`config.mk`:
```
export PLATFORM = sky130hd
export DESIGN_NAME = strassen_2x2_sequencer
export DESIGN_NICKNAME = d
export VERILOG_FILES = /design/src/rtl/strassen_pkg.sv /design/src/rtl/strassen_ucode_rom.sv /design/src/rtl/strassen_2x2_sequencer.sv
export SDC_FILE = /design/constraint.sdc
export NUM_CORES = 2
export LEC_CHECK = 0
export CAP_MARGIN = 20
export CORE_ASPECT_RATIO = 0.5
export CORE_MARGIN = 1
export CORE_UTILIZATION = 44
export CTS_BUF_LIST = sky130_fd_sc_hd__clkbuf_4 sky130_fd_sc_hd__clkbuf_8
export DETAILED_ROUTE_END_ITERATION = 10
export HOLD_SLACK_MARGIN = 0.06
export MAX_ROUTING_LAYER = met4
export PLACE_DENSITY = 0.78
export SETUP_SLACK_MARGIN = 0.02
export SYNTH_ARGS = -nofsm -noshare
export SYNTH_HDL_FRONTEND = slang
export SYNTH_SLANG_ARGS = --single-unit
```
`constraint.sdc`:
```
create_clock -name clk -period 3.65 [get_ports clk]
set_input_delay 0.73 -clock clk [delete_from_list [all_inputs] [get_ports clk]]
set_output_delay 0.73 -clock clk [all_outputs]
set_load 0.05 [all_outputs]
```
`src/rtl/strassen_pkg.sv`:
```
// Shared definitions for the Strassen 2x2 sequencer: ALU op codes,
// register-file map, micro-op layout and FSM state encoding.
package strassen_pkg;

    localparam int UOP_OP_W  = 3;
    localparam int REG_IDX_W = 5;
    localparam int PC_W      = 5;
    localparam int NUM_REGS  = 21;
    localparam int NUM_UOPS  = 25;

    localparam logic [PC_W-1:0] LAST_PC = PC_W'(NUM_UOPS - 1);

    localparam logic [UOP_OP_W-1:0] OP_ADD = 3'd0;
    localparam logic [UOP_OP_W-1:0] OP_SUB = 3'd1;
    localparam logic [UOP_OP_W-1:0] OP_MUL = 3'd2;

    localparam logic [REG_IDX_W-1:0] REG_A11 = 5'd0;
    localparam logic [REG_IDX_W-1:0] REG_A12 = 5'd1;
    localparam logic [REG_IDX_W-1:0] REG_A21 = 5'd2;
    localparam logic [REG_IDX_W-1:0] REG_A22 = 5'd3;
    localparam logic [REG_IDX_W-1:0] REG_B11 = 5'd4;
    localparam logic [REG_IDX_W-1:0] REG_B12 = 5'd5;
    localparam logic [REG_IDX_W-1:0] REG_B21 = 5'd6;
    localparam logic [REG_IDX_W-1:0] REG_B22 = 5'd7;
    localparam logic [REG_IDX_W-1:0] REG_M1  = 5'd8;
    localparam logic [REG_IDX_W-1:0] REG_M2  = 5'd9;
    localparam logic [REG_IDX_W-1:0] REG_M3  = 5'd10;
    localparam logic [REG_IDX_W-1:0] REG_M4  = 5'd11;
    localparam logic [REG_IDX_W-1:0] REG_M5  = 5'd12;
    localparam logic [REG_IDX_W-1:0] REG_M6  = 5'd13;
    localparam logic [REG_IDX_W-1:0] REG_M7  = 5'd14;
    localparam logic [REG_IDX_W-1:0] REG_T0  = 5'd15;
    localparam logic [REG_IDX_W-1:0] REG_T1  = 5'd16;
    localparam logic [REG_IDX_W-1:0] REG_C11 = 5'd17;
    localparam logic [REG_IDX_W-1:0] REG_C12 = 5'd18;
    localparam logic [REG_IDX_W-1:0] REG_C21 = 5'd19;
    localparam logic [REG_IDX_W-1:0] REG_C22 = 5'd20;

    typedef struct packed {
        logic [UOP_OP_W-1:0]  op;
        logic [REG_IDX_W-1:0] srcA;
        logic [REG_IDX_W-1:0] srcB;
        logic [REG_IDX_W-1:0] dst;
    } uop_t;

    typedef enum logic [1:0] {
        ST_IDLE = 2'd0,
        ST_RUN  = 2'd1,
        ST_DONE = 2'd2
    } state_e;

    function automatic uop_t mkUop(input logic [UOP_OP_W-1:0] op,
                                   input logic [REG_IDX_W-1:0] srcA,
                                   input logic [REG_IDX_W-1:0] srcB,
                                   input logic [REG_IDX_W-1:0] dst);
        uop_t u;
        u.op   = op;
        u.srcA = srcA;
        u.srcB = srcB;
        u.dst  = dst;
        return u;
    endfunction

endpackage

```
`src/rtl/strassen_ucode_rom.sv`:
```
// Combinational micro-code table: 17 ops build M1..M7 through the T0/T1
// scratch registers, then 8 ops fold the products into C11..C22.
module strassen_ucode_rom
    import strassen_pkg::*;
(
    input  logic [PC_W-1:0] i_pc,
    output uop_t            o_uop
);

    // Table lookup; entries past the schedule are a harmless scratch write.
    always_comb begin
        o_uop = mkUop(OP_ADD, REG_A11, REG_A11, REG_T0);
        case (i_pc)
            5'd0:  o_uop = mkUop(OP_ADD, REG_A11, REG_A22, REG_T0);
            5'd1:  o_uop = mkUop(OP_ADD, REG_B11, REG_B22, REG_T1);
            5'd2:  o_uop = mkUop(OP_MUL, REG_T0,  REG_T1,  REG_M1);
            5'd3:  o_uop = mkUop(OP_ADD, REG_A21, REG_A22, REG_T0);
            5'd4:  o_uop = mkUop(OP_MUL, REG_T0,  REG_B11, REG_M2);
            5'd5:  o_uop = mkUop(OP_SUB, REG_B12, REG_B22, REG_T0);
            5'd6:  o_uop = mkUop(OP_MUL, REG_A11, REG_T0,  REG_M3);
            5'd7:  o_uop = mkUop(OP_SUB, REG_B21, REG_B11, REG_T0);
            5'd8:  o_uop = mkUop(OP_MUL, REG_A22, REG_T0,  REG_M4);
            5'd9:  o_uop = mkUop(OP_ADD, REG_A11, REG_A12, REG_T0);
            5'd10: o_uop = mkUop(OP_MUL, REG_T0,  REG_B22, REG_M5);
            5'd11: o_uop = mkUop(OP_SUB, REG_A21, REG_A11, REG_T0);
            5'd12: o_uop = mkUop(OP_ADD, REG_B11, REG_B12, REG_T1);
            5'd13: o_uop = mkUop(OP_MUL, REG_T0,  REG_T1,  REG_M6);
            5'd14: o_uop = mkUop(OP_SUB, REG_A12, REG_A22, REG_T0);
            5'd15: o_uop = mkUop(OP_ADD, REG_B21, REG_B22, REG_T1);
            5'd16: o_uop = mkUop(OP_MUL, REG_T0,  REG_T1,  REG_M7);
            5'd17: o_uop = mkUop(OP_ADD, REG_M1,  REG_M4,  REG_C11);
            5'd18: o_uop = mkUop(OP_SUB, REG_C11, REG_M5,  REG_C11);
            5'd19: o_uop = mkUop(OP_ADD, REG_C11, REG_M7,  REG_C11);
            5'd20: o_uop = mkUop(OP_ADD, REG_M3,  REG_M5,  REG_C12);
            5'd21: o_uop = mkUop(OP_ADD, REG_M2,  REG_M4,  REG_C21);
            5'd22: o_uop = mkUop(OP_SUB, REG_M1,  REG_M2,  REG_C22);
            5'd23: o_uop = mkUop(OP_ADD, REG_C22, REG_M3,  REG_C22);
            5'd24: o_uop = mkUop(OP_ADD, REG_C22, REG_M6,  REG_C22);
            default: o_uop = mkUop(OP_ADD, REG_A11, REG_A11, REG_T0);
        endcase
    end

endmodule

```
`src/rtl/strassen_2x2_sequencer.sv`:
```
// Sequences an external shared ALU through the 25-op Strassen 2x2
// schedule, keeping operands and partial results in a 21-entry regfile.
module strassen_2x2_sequencer
    import strassen_pkg::*;
#(
    parameter int WIDTH = 32,
    parameter int OP_W  = 3
) (
    input  logic               clk,
    input  logic               rst_n,
    input  logic               i_start,
    input  logic [4*WIDTH-1:0] i_a_mat,
    input  logic [4*WIDTH-1:0] i_b_mat,
    output logic               o_ready,
    output logic               o_done,
    output logic [4*WIDTH-1:0] o_c_mat,
    output logic [WIDTH-1:0]   o_alu_a,
    output logic [WIDTH-1:0]   o_alu_b,
    output logic [OP_W-1:0]    o_alu_op,
    input  logic [WIDTH-1:0]   i_alu_result
);

    state_e             r_state;
    state_e             w_nextState;
    logic               w_accept;
    logic               w_run;
    logic [PC_W-1:0]    r_pc;
    logic [WIDTH-1:0]   r_regs [NUM_REGS];
    logic [4*WIDTH-1:0] r_cMat;
    logic [4*WIDTH-1:0] w_cNext;
    uop_t               w_uop;

    strassen_ucode_rom u_rom (
        .i_pc  (r_pc),
        .o_uop (w_uop)
    );

    assign w_run   = (r_state == ST_RUN);
    assign o_c_mat = r_cMat;

    // The last op writes C22 on the same edge that loads c_mat, so that
    // element is forwarded straight from the ALU result.
    assign w_cNext = {
        (w_uop.dst == REG_C22) ? i_alu_result : r_regs[REG_C22],
        (w_uop.dst == REG_C21) ? i_alu_result : r_regs[REG_C21],
        (w_uop.dst == REG_C12) ? i_alu_result : r_regs[REG_C12],
        (w_uop.dst == REG_C11) ? i_alu_result : r_regs[REG_C11]
    };

    // State register.
    always_ff @(posedge clk or negedge rst_n) begin
        if (!rst_n) r_state <= ST_IDLE;
        else        r_state <= w_nextState;
    end

    // Next-state logic plus handshake outputs; DONE can restart directly.
    always_comb begin
        w_nextState = r_state;
        w_accept    = 1'b0;
        o_ready     = 1'b0;
        o_done      = 1'b0;
        case (r_state)
            ST_IDLE: begin
                o_ready = 1'b1;
                if (i_start) begin
                    w_accept    = 1'b1;
                    w_nextState = ST_RUN;
                end
            end
            ST_RUN: begin
                if (r_pc == LAST_PC) w_nextState = ST_DONE;
            end
            ST_DONE: begin
                o_ready = 1'b1;
                o_done  = 1'b1;
                if (i_start) begin
                    w_accept    = 1'b1;
                    w_nextState = ST_RUN;
                end else begin
                    w_nextState = ST_IDLE;
                end
            end
            default: w_nextState = ST_IDLE;
        endcase
    end

    // ALU drive: current micro-op operands while running, quiet zeros otherwise.
    always_comb begin
        o_alu_op = '0;
        o_alu_a  = '0;
        o_alu_b  = '0;
        if (w_run) begin
            o_alu_op = OP_W'(w_uop.op);
            o_alu_a  = r_regs[w_uop.srcA];
            o_alu_b  = r_regs[w_uop.srcB];
        end
    end

    // Program counter: restarts on acceptance, steps once per RUN cycle.
    always_ff @(posedge clk or negedge rst_n) begin
        if (!rst_n)                     r_pc <= '0;
        else if (w_accept)              r_pc <= '0;
        else if (w_run && r_pc != LAST_PC) r_pc <= r_pc + 5'd1;
    end

    // Register file: operands latched on acceptance, ALU results written back while running.
    always_ff @(posedge clk or negedge rst_n) begin
        if (!rst_n) begin
            for (int i = 0; i < NUM_REGS; i++) r_regs[i] <= '0;
        end else if (w_accept) begin
            for (int k = 0; k < 4; k++) begin
                r_regs[k]     <= i_a_mat[k*WIDTH +: WIDTH];
                r_regs[k + 4] <= i_b_mat[k*WIDTH +: WIDTH];
            end
        end else if (w_run) begin
            r_regs[w_uop.dst] <= i_alu_result;
        end
    end

    // Result register: loads only on the edge that enters DONE, then holds.
    always_ff @(posedge clk or negedge rst_n) begin
        if (!rst_n)                     r_cMat <= '0;
        else if (w_run && r_pc == LAST_PC) r_cMat <= w_cNext;
    end

endmodule

```
; Yosys cells after proc, flatten, opt, wreduce, memory -nomap -nowiden
; Memories as Yosys holds them, arrays and structs flattened.
; Cells that the tools add are included.
[totals]
regBits = 807
mem_bits_ro = 544
in_bits = 291
output_inout_bits = 197
wordCells = 81
n_memories = 1
[memory_table]
columns = name, words, width, read_ports, rd_ports_with_merged_regs, wr, line_no
row1 = (name not given), 32, 17, 1, 0, 0, strassen_ucode_rom.sv:13  ; case (i_pc)
[op_classes]
addsub = 1
order_cmp = 4
n_eq_ne = 10
mux = 28
bitwise_logic = 4
reduce_logical = 9
[op_table]
columns = cell, n
row1 = $bwmux 672, 1
row2 = $mux 672, 1
row3 = $mux 32, 11
row4 = $bmux 32 s5, 2
row5 = $mux 256, 1
row6 = $demux 32 s5, 1
row7 = $eq 5x5->1 const B, 5
row8 = $ge 6x6->1 const B, 3
row9 = $not 5->6, 3
row10 = $mux 5, 2
row11 = $lt 6x1->1 const B, 1
row12 = $pmux 2 s3, 1
row13 = $add 5x1->5 const B, 1
row14 = $mux 1, 5
row15 = $ne 5x5->1 const B, 1
row16 = $mux 2, 2
row17 = $reduce_and 2->1, 2
row18 = $reduce_bool 2->1, 2
row19 = $logic_and 1x1->1, 3
row20 = $mux 3, 1
row21 = $eq 2x1->1 const B, 1
row22 = $eq 2x2->1 const B, 1
row23 = $logic_not 2->1, 1
row24 = $ne 2x1->1 const B, 1
row25 = 3 further kinds, 3

; Longest topological paths before layout
; An unclocked memory read counts as a cell.
[logic_depth]
word_depth = 9
depth_mapped = 14
depth_no_buf = 9

; Modules after synthesis
; A second synthesis with hierarchy kept.
[hier_totals]
cells_unflattened = 3706
hier_area_um2 = 44472.7
[by_module_without_submodules]
columns = module, instances, cells_per_inst, area_per_inst_um2, seq_area_each_um2
row1 = strassen_2x2_sequencer, 1, 3592, 43759.5, 20194.4
row2 = strassen_ucode_rom, 1, 114, 713.2, 0.0

; Worst setup path before layout
; Ideal clock, no wire load.
[synth_path]
path_type = register -> output
from = register r_pc[1]
to = output o_alu_b[16]
arrival_ps = 3478
required_ps = 2920
path_slack_ps = -558
stages_incl_launch_ff = 13
n_path_buf = 4
path_cell_list = dfrtp_1 -> inv_1 -> ha_1 -> clkbuf_1 -> nor2_1 -> o311ai_1 -> and2_1 -> buf_2 -> buf_2 -> buf_2 -> nand2_1 -> a32o_1 -> o311ai_1
[synth_via]
elab_chain_len = 6
[synth_lines]
columns = item, line_no
row1 = start: declaration, strassen_2x2_sequencer.sv:27  ; logic [PC_W-1:0] r_pc;
row2 = start signal: assignment, strassen_2x2_sequencer.sv:103  ; else if (w_run && r_pc != LAST_PC) r_pc <= r_pc + 5'd1;
row3 = $mem_v2 32x17, --
row4 = $not 5->6 (not written as such), strassen_2x2_sequencer.sv:95  ; o_alu_b = r_regs[w_uop.srcB];
row5 = $bmux 32 s5, strassen_2x2_sequencer.sv:95
row6 = $mux 32 (not written as such) (2 in series), strassen_2x2_sequencer.sv:95
row7 = $mux 32, strassen_2x2_sequencer.sv:92  ; if (w_run) begin
row8 = end: declaration, strassen_2x2_sequencer.sv:18  ; output logic [WIDTH-1:0] o_alu_b,
; Every way passes these cells. The select of a mux whose other input is x is not followed.

; Final worst setup path
[layout_path]
from = register r_pc[0]
to = output o_alu_b[23]
; The elaborated chain is that of the path after synthesis.

==> impl_metrics.csv <==
group,metric,value,unit
sta,max_freq,0.2011,GHz
run,drv_cap,0,
route,viasPerCell,6.360,
route,drc,0,
sta,setup_viol,64,
route,first_pass_iters,10,
route,first_iter_violations,6658,
global_route,grtUsageTotal,0.4750,
synthesis,synth_area,0.04254,mm2
sta,slew_headroom,0.08209,
status,failed_checks,"setup timing",
sta,worstMarginPinSlew,1.373,ns
critical_path,worst_setup_path_start_kind,"register",
synthesis,synth_top_family_by_area,"multiplexers",
sta,setup_ws,-1.323,ns
cts,clk_pin_slew,0.08,ns
synthesis,synth_compound_area_frac,0.08738,
die,floorplan.rows,80,
synthesis,synth-simple-area-share,0.1663,
layout,syn_to_final_growth,46.21,%
sta,finalClockSkew,0.06638,ns
synthesis,synth-seq-area-share,0.4747,
synthesis,ys_warn_count,0,
layout,fillers,7353,
global_route,grt_max_degree,119,
synthesis,synthMuxAreaShare,0.2292,
global_route,grt-ovfl-total,0,
route,wl_per_cell,34.70,um
sta,hold_viol,0,
global_route,grt_pass1_wl,315.5,mm
hold_path,whs_path_depth,3,
cts,clock_path_buffers,3,
synthesis,synth_nets,4687,
global_route,grt-busiest-layer,"met2",
synthesis,yosys.area_share.adder,0.002353,
die,dieWidth,441.7,um
place,dp_slack,-1.069,ns
synthesis,synthArstFlopShare,1.000,
synthesis,synth_top_flop_cell,"dfrtp_1",
synthesis,ys_ff_latch,807,
synthesis,synth_area_leaders,"dfrtp_1 47%, mux2_2 14%, nand2_1 12%, mux2i_1 7.7%, clkbuf_1 1.9%",
die,fp.dieH,221.9,um
global_route,use_met1,0.6061,
place,dp_hpwl,167.6,mm
layout,multi_input_area,0.02355,mm2
die,num_io_pins,488,
critical_path,critPathKind,"register to output pin",
cts,cts_tree,"done",
die,core-area,0.09559,mm2
layout,layout_commonest_cell,"nand2_1",
cts,root_buffer,"clkbuf_8",
layout,fin_nets,5719,
route,vias,43290,
critical_path,cp.required,2.92,ns
sta,fin_crit,4.973,ns
layout,layout_common_cells,"1390 x nand2_1, 803 x dfrtp_1, 519 x mux2_2, 519 x buf_4, 419 x clkdlybuf4s50_1",
synthesis,ys_types,61,
layout,regArea,0.02020,mm2
layout,drive_above_1_share,0.3601,
critical_path,worst-r2r-cell-count,12,
cts,ctsHtreeMaxLevel,3,
route,ant_nets,0,
die,initial_core_util,0.4450,
route,routed_wl,236.2,mm
synthesis,syn-mean-instance-area,9.695,um2
synthesis,synthCells,4388,
status,status,"finished, violations left",
critical_path,crit_fanout,8,
hold_path,hp-class,"input port to register",
global_route,grt_pass1_vias,40540,
cts,cts_made_buffers,117,
die,die_area,0.09801,mm2
global_route,grt_use_met2,0.6137,
synthesis,synth-xor-area-share,0.0008235,
synthesis,yosysTopAreaCell,"dfrtp_1",
sta,final_max_slew_viol_count,0,
place,port_buffers,486,
cts,clk_latency,0.89,ns
sta,fin_crit_sh,1.362,
sta,rsz0062_at_grt,"true",
critical_path,worst_setup_path_end_kind,"output pin",
synthesis,synth_edf_count,0,
global_route,grt_antenna_before_repair,29,
place,gp_congestion,1.142,
global_route,use_met3,0.2540,
critical_path,arrival,4.24,ns
cts,clkSinkCount,807,
synthesis,synth.top_cell.area_share,0.4747,
-- routing by layer --
metal,vias up,share of wire
met1,21940,0.38
met2,3197,0.39
met3,760,0.17
met5,-,0
li1,17390,-
met4,0,0.057
-- per-stage QoR --
step	util	cells	area [um2]	hold WS (ns)	TNS, ns
2_1_floorplan	-	4388	42800	0.4344	0
3_3_place_gp	0.5635	6383	53870	0.4887	-31.08
3_5_place_dp	0.5637	6384	53890	0.4879	-32.79
4_1_cts	0.6249	6695	59730	0.3422	-72.66
5_1_grt	0.6506	6800	62190	0.3745	-78.15
6_report	0.6507	6806	62200	0.3737	-73.89
-- kinds of logic after synthesis --
group / count (synthesis)
AO/OA/AOI/OAI: 557
XOR/XNOR: 4
adder cells (fa/ha/maj): 8
buffers and inverters: 379
flip-flops: 807
multiplexers: 902
other: 1
AND/OR/NAND/NOR: 1730
-- cell type report --
cell class,count,area share
Tap cell,1271,0.02557
Multi-Input combinational cell,3204,0.3786
Clock inverter,33,0.004486
Sequential cell,807,0.3247
Antenna cell,26,0.001046
Inverter,7,0.0005029
Clock buffer,175,0.03550
Timing Repair Buffer,1283,0.2295
-- Yosys cell counts (all sizes together), types with 2 or more instances --
cell	instances
a2111oi	63
a211o	2
a211oi	34
a21boi	2
a21oi	159
a31oi	87
a32o	45
a32oi	2
and2	41
and3	2
and4b	2
buf	152
clkbuf	220
dfrtp	807
ha	8
inv	7
mux2	576
mux2i	326
nand2	1400
nand2b	13
nand3	138
nand3b	4
nand4	3
nor2	33
nor2b	13
nor3	40
nor3b	2
o211a	2
o211ai	22
o21ai	48
o21bai	2
o22ai	64
o311ai	15
or2	2
or3	5
or4	31
xnor2	4
-- worst max-delay path, stage by stage, from the launching register on --
cell,delay [ns]
dfrtp_2,0.46
inv_4,0.07
buf_4,0.14
ha_4,0.16
nor2b_2,0.16
o21a_1,0.22
nor3_2,0.23
buf_6,0.21
buf_12,0.20
buf_16,0.17
mux2i_4,0.46
o22ai_2,0.15
a211oi_4,0.40
o311ai_4,0.17
buf_12,0.19
-- registers in the layout, summed over array words and instances (netlist names) --
register and flops:
r_regs 672, r_state 2, o_c_mat 128, r_pc 5
-- final timing paths --
check / from / to / slack (ns)
min: i_a_mat[66] / r_regs[578] / 0.37
max in group asynchronous: rst_n / r_regs[536] / 2.11
min reg2reg: o_c_mat[10] / o_c_mat[10] / 0.51
max reg2reg: r_pc[0] / r_regs[309] / 0.34
max: r_pc[0] / o_alu_b[23] / -1.32
min in group asynchronous: rst_n / r_regs[118] / 0.43
-- what timing repair did --
item / 4_1_cts / 5_1_grt
buffers inserted: 83 / 91
resized for setup: 426 / 307
cloned: 24 / 18
hold buffers: 1 / 0
hold endpoints to repair: 53 / 0
setup endpoints to repair: 64 / 64
pin swaps: 65 / 105
Power is left out: the tool's default activity adds up to more than one toggle a clock period on the data nets, which glitch-free logic cannot reach.
